`config.mk`:
```
export PLATFORM = sky130hd
export DESIGN_NAME = dbg_scan
export DESIGN_NICKNAME = d
export VERILOG_FILES = /design/src/rtl/dbg_scan.sv
export SDC_FILE = /design/constraint.sdc
export NUM_CORES = 1
export LEC_CHECK = 0
export BUFFER_PORTS_ARGS = -buffer_cell sky130_fd_sc_hd__buf_2
export CORE_MARGIN = 2
export CORE_UTILIZATION = 35
export CTS_BUF_LIST = sky130_fd_sc_hd__clkbuf_16
export DETAILED_ROUTE_END_ITERATION = 8
export PLACE_DENSITY_LB_ADDON = 0.15
export RECOVER_POWER = 50
export SLEW_MARGIN = 20
export SYNTH_ARGS = -nofsm -noshare
export SYNTH_HDL_FRONTEND = slang
export SYNTH_SLANG_ARGS = --single-unit
```
`constraint.sdc`:
```
create_clock -name clk -period 1.72 [get_ports clk]
set_input_delay 0.086 -clock clk [delete_from_list [all_inputs] [get_ports clk]]
set_output_delay 0.086 -clock clk [all_outputs]
set_load 0.1 [all_outputs]
```
`src/rtl/dbg_scan.sv`:
```
// Debug snapshot sequencer: walks the enabled debug regions through chk_addr,
// captures chk_data, and streams one {addr,data} word per location.
module dbg_scan #(
  parameter int CPU_CNT = 65,
  parameter int RF_CNT  = 32,
  parameter int DM_CNT  = 256,
  parameter int SETTLE  = 1
) (
  input  logic        clk,
  input  logic        rst,
  input  logic        start,
  input  logic [2:0]  region_mask,
  output logic [15:0] chk_addr,
  input  logic [31:0] chk_data,
  output logic        out_valid,
  input  logic        out_ready,
  output logic [15:0] out_addr,
  output logic [31:0] out_data,
  output logic        out_last,
  output logic        busy,
  output logic        done
);

  typedef enum logic [1:0] {S_IDLE, S_WAIT, S_SEND, S_DONE} state_t;

  localparam int MAX_CNT = (CPU_CNT > RF_CNT) ? ((CPU_CNT > DM_CNT) ? CPU_CNT : DM_CNT)
                                              : ((RF_CNT > DM_CNT) ? RF_CNT : DM_CNT);
  localparam int OFF_W = (MAX_CNT > 1) ? $clog2(MAX_CNT) : 1;
  localparam int SET_W = (SETTLE > 1) ? $clog2(SETTLE) : 1;

  state_t            state_q, state_d;
  logic [2:0]        mask_q, mask_d;
  logic [1:0]        region_q, region_d;
  logic [OFF_W-1:0]  off_q, off_d;
  logic [SET_W-1:0]  settle_q, settle_d;
  logic [15:0]       chk_addr_q, chk_addr_d;
  logic              out_valid_q, out_valid_d;
  logic [15:0]       out_addr_q, out_addr_d;
  logic [31:0]       out_data_q, out_data_d;
  logic              out_last_q, out_last_d;

  logic              settle_done;
  logic [OFF_W-1:0]  reg_last;
  logic              nxt_found;
  logic [1:0]        nxt_region;
  logic [1:0]        first_region;
  logic              is_last;

  // State register (with datapath flops)
  always_ff @(posedge clk) begin
    if (rst) begin
      state_q     <= S_IDLE;
      mask_q      <= '0;
      region_q    <= '0;
      off_q       <= '0;
      settle_q    <= '0;
      chk_addr_q  <= '0;
      out_valid_q <= 1'b0;
      out_addr_q  <= '0;
      out_data_q  <= '0;
      out_last_q  <= 1'b0;
    end else begin
      state_q     <= state_d;
      mask_q      <= mask_d;
      region_q    <= region_d;
      off_q       <= off_d;
      settle_q    <= settle_d;
      chk_addr_q  <= chk_addr_d;
      out_valid_q <= out_valid_d;
      out_addr_q  <= out_addr_d;
      out_data_q  <= out_data_d;
      out_last_q  <= out_last_d;
    end
  end

  // Region bookkeeping: last offset of current region, next enabled region above it
  always_comb begin
    settle_done = (settle_q == SET_W'(SETTLE - 1));
    case (region_q)
      2'd0:    reg_last = OFF_W'(CPU_CNT - 1);
      2'd1:    reg_last = OFF_W'(RF_CNT - 1);
      default: reg_last = OFF_W'(DM_CNT - 1);
    endcase
    nxt_found  = 1'b0;
    nxt_region = 2'd0;
    for (int i = 2; i >= 0; i--) begin
      if (mask_q[i] && (i > int'(region_q))) begin
        nxt_found  = 1'b1;
        nxt_region = 2'(i);
      end
    end
    first_region = region_mask[0] ? 2'd0 : (region_mask[1] ? 2'd1 : 2'd2);
    is_last      = (off_q == reg_last) && !nxt_found;
  end

  // Next-state logic
  always_comb begin
    state_d = state_q;
    case (state_q)
      S_IDLE: if (start) state_d = (region_mask != 3'b000) ? S_WAIT : S_DONE;
      S_WAIT: if (settle_done) state_d = S_SEND;
      S_SEND: if (out_ready) state_d = out_last_q ? S_DONE : S_WAIT;
      default: state_d = S_IDLE;
    endcase
  end

  // Output / datapath logic
  always_comb begin
    mask_d      = mask_q;
    region_d    = region_q;
    off_d       = off_q;
    settle_d    = settle_q;
    chk_addr_d  = chk_addr_q;
    out_valid_d = out_valid_q;
    out_addr_d  = out_addr_q;
    out_data_d  = out_data_q;
    out_last_d  = out_last_q;
    case (state_q)
      S_IDLE: begin
        if (start && (region_mask != 3'b000)) begin
          mask_d   = region_mask;
          region_d = first_region;
          off_d    = '0;
          settle_d = '0;
        end
      end
      S_WAIT: begin
        if (settle_done) begin
          out_valid_d = 1'b1;
          out_addr_d  = chk_addr_q;
          out_data_d  = chk_data;
          out_last_d  = is_last;
        end else begin
          settle_d = settle_q + 1'b1;
        end
      end
      S_SEND: begin
        if (out_ready) begin
          out_valid_d = 1'b0;
          out_last_d  = 1'b0;
          if (!out_last_q) begin
            settle_d = '0;
            if (off_q == reg_last) begin
              region_d = nxt_region;
              off_d    = '0;
            end else begin
              off_d = off_q + 1'b1;
            end
          end
        end
      end
      default: chk_addr_d = '0;
    endcase
    // The address only moves when a new location is entered
    if ((state_q != S_WAIT) && (state_d == S_WAIT))
      chk_addr_d = {2'b00, region_d, 12'h000} | 16'(off_d);
    busy = (state_q != S_IDLE);
    done = (state_q == S_DONE);
  end

  assign chk_addr  = chk_addr_q;
  assign out_valid = out_valid_q;
  assign out_addr  = out_addr_q;
  assign out_data  = out_data_q;
  assign out_last  = out_last_q;

endmodule

```
==> flow_summary.toml <==
[synth]
synth_commonest_cells = "nand2_1 (100), dfxtp_1 (68), a21oi_1 (50)"
yosys_warnings = 0
synth.distinct_cells = 54
syn_inst = 366
yosysTopAreaCell = "dfxtp_1"
synth-seq-cells = 68
synth_area_leaders = "dfxtp_1 (47%), nand2_1 (13%), a21oi_1 (8.6%)"
yosys.area.top_type_share = 0.467
ys_async_sr_fraction = 0
seq_area_frac_synth = 0.467
yosysMostFrequentCell = "nand2_1"
syn_area_um2 = 2920
synth_area_per_cell_um2 = 7.97
synth_edf_count = 0
synthFlopType = "dfxtp_1"

[power_and_ir_drop]
power.switching_mw = 1.46
sw_frac_of_total = 0.327
pwr-share-seq = 0.376
ir_drop_v = 0.000568
cell_internal_pwr_mw = 3.00
p_leak_nw = 1.80
combinationalPowerShare = 0.235
p_clk_frac = 0.388
power_density_nw_per_um2 = 1060

[worst_setup_path]
cp-start-kind = "flip-flop"
path_class = "reg -> reg"
end_kind = "flip-flop"
path_max_fanout = 5
cp.required_ps = 1980
critPathArrivalTime_ps = 1950

[timing]
rsz0062_at_grt = "yes"
fin_skew_ps = 3.80
fin_crit_ps = 1680
hold_violations = 0
drv_slew = 0
fin_crit_sh = 0.978
holdWs_ps = 7.23
setup_viol = 0
worst_pin_slew_ps = 564
slew_headroom = 0.626
setup_tns_ps = 0
clock.fmax_mhz = 595

[detailed_routing]
totalWireLength_um = 7990
drtIter0Drc = 135
top_layer = "met4"
wl_met3_um = 504
routed_via_density = 4.78
wl_met1_um = 3600
firstDrtPassIters = 4
vias = 2923
met2_length_um = 3780
drc = 0
avgRoutedWirePerCell_um = 13.1
drtAntennaViolNets = 0

[finish]
final_layout_size_suffix_gt1_frac = 0.286
diodes = 0
area_growth_syn_to_layout_pct = 44.3
layout.nets = 542
utilization = 0.517

[cts]
clock-root-buffer = "clkbuf_16"
postCtsSetupBuffers = 0
clk_path_buf_depth = 2
cts_tree = "built"
path_clk_slew_ps = 50
htreeDepth = 3
clk_latency_ps = 320
numCtsBuffers = 9
cts.sinks = 68

[die]
start_util = 0.359
core_area_um2 = 8130
dieArea_um2 = 9080
ios = 107
die_w_um = 95.3
die_h_um = 95.3
num_rows = 33

[run_status]
status = "complete, no violations"

[min_path]
holdCritPathClass = "in -> reg"

[global_route]
grt_start_max_net_pins = 45
grt-ovfl-total = 0
track_usage = 0.175
grt_pass1_wl_um = 12100
antenna_found_initial = 0
first_global_vias = 2447

[place]
gp_congestion = 0.852
detailed_place_hpwl_um = 5650
numPortBuffers = 94

[job]
maxCapViolations = 0
kinds of logic after synthesis:
group | after synthesis | synth area share
muxes | 1 | 0.00343
DFF | 68 | 0.467
AOI/OAI and AO/OA | 93 | 0.198
buffers and inverters | 39 | 0.0691
and+or+nand+nor | 158 | 0.242
xor gates and xnor gates | 5 | 0.0150
other | 1 | 0.00129
adders and majority gates | 1 | 0.00429
flip-flops by register name, summed over array words and instances (netlist names):
signal and count:
out_data 32, chk_addr 10, out_addr 10, off_q 8, mask_q 2, region_q 2, state_q 2, out_last 1
out_valid 1
cell usage in the layout (no fill, tap or decap), types with 3 or more instances in the layout:
cell             n
dfxtp_1         67
nand4_1          5
nor3_1           5
a31oi_1          3
nor2b_1          4
nand3_1         10
dlygate4sd3_1   25
buf_12           5
xnor2_1          5
inv_1            5
clkbuf_16        9
nor2_1          16
clkbuf_2        54
o21ai_0         10
nand2_1        100
buf_4           25
buf_2           39
a21oi_1         50
nand2b_1         3
o211ai_1         3
clkinv_1         3
conb_1          12
metrics by stage:
step	instances	cell area [µm²]	power [mW]	setup WS [ps]
6_report	612	4210	4.46	38.0
5_1_grt	612	4210	4.64	-43.4
4_1_cts	612	4220	4.52	34.6
3_5_place_dp	571	3680	2.73	44.6
3_3_place_gp	571	3680	2.72	70.1
2_1_floorplan	377	2970	2.48	-7.22
power by group through the flow:
stage               clock network (mW)  registers [mW]  logic (mW)
floorplan                            0            2.07       0.411
global placement                     0            1.71        1.01
detailed placement                   0            1.71        1.02
CTS                               1.78            1.68        1.06
global route                      1.84            1.69        1.11
finish                            1.73            1.68        1.05
final cells by class:
type	count	area, µm²
Multi-Input combinational cell	270	1410
Sequential cell	68	1360
Clock inverter	7	58.8
Fill cell	809	3930
Tap cell	105	131
Timing Repair Buffer	149	1010
Inverter	4	15.0
Clock buffer	9	225
worst max-delay path, stage by stage, from the launching register on:
cell	delay [ps]
dfxtp_1	300
or4_4	540
nor4_4	240
o21a_4	210
a41o_1	190
and3_1	150
routing by layer:
metal	up-vias	global-route usage
li1	1510	-
met1	1311	0.227
met2	93	0.288
met3	9	0.0379
met4	0	0.0616
met5	-	0
timing repair:
action / in CTS / in global routing
hold endpoints to repair: 25 / 0
hold buffers: 25 / 0
gates resized for setup: 0 / 0
endpoints found under the setup margin: 0 / 8
final timing paths:
path	start	end	slack, ps	cells after the start
max	region_q[1]	region_q[0]	40	5
min	chk_data[16]	out_data[16]	7	3
max reg2reg	region_q[1]	region_q[0]	40	5
min reg2reg	out_data[31]	out_data[31]	450	2
No activity file was read; power rests on OpenSTA's default activity.
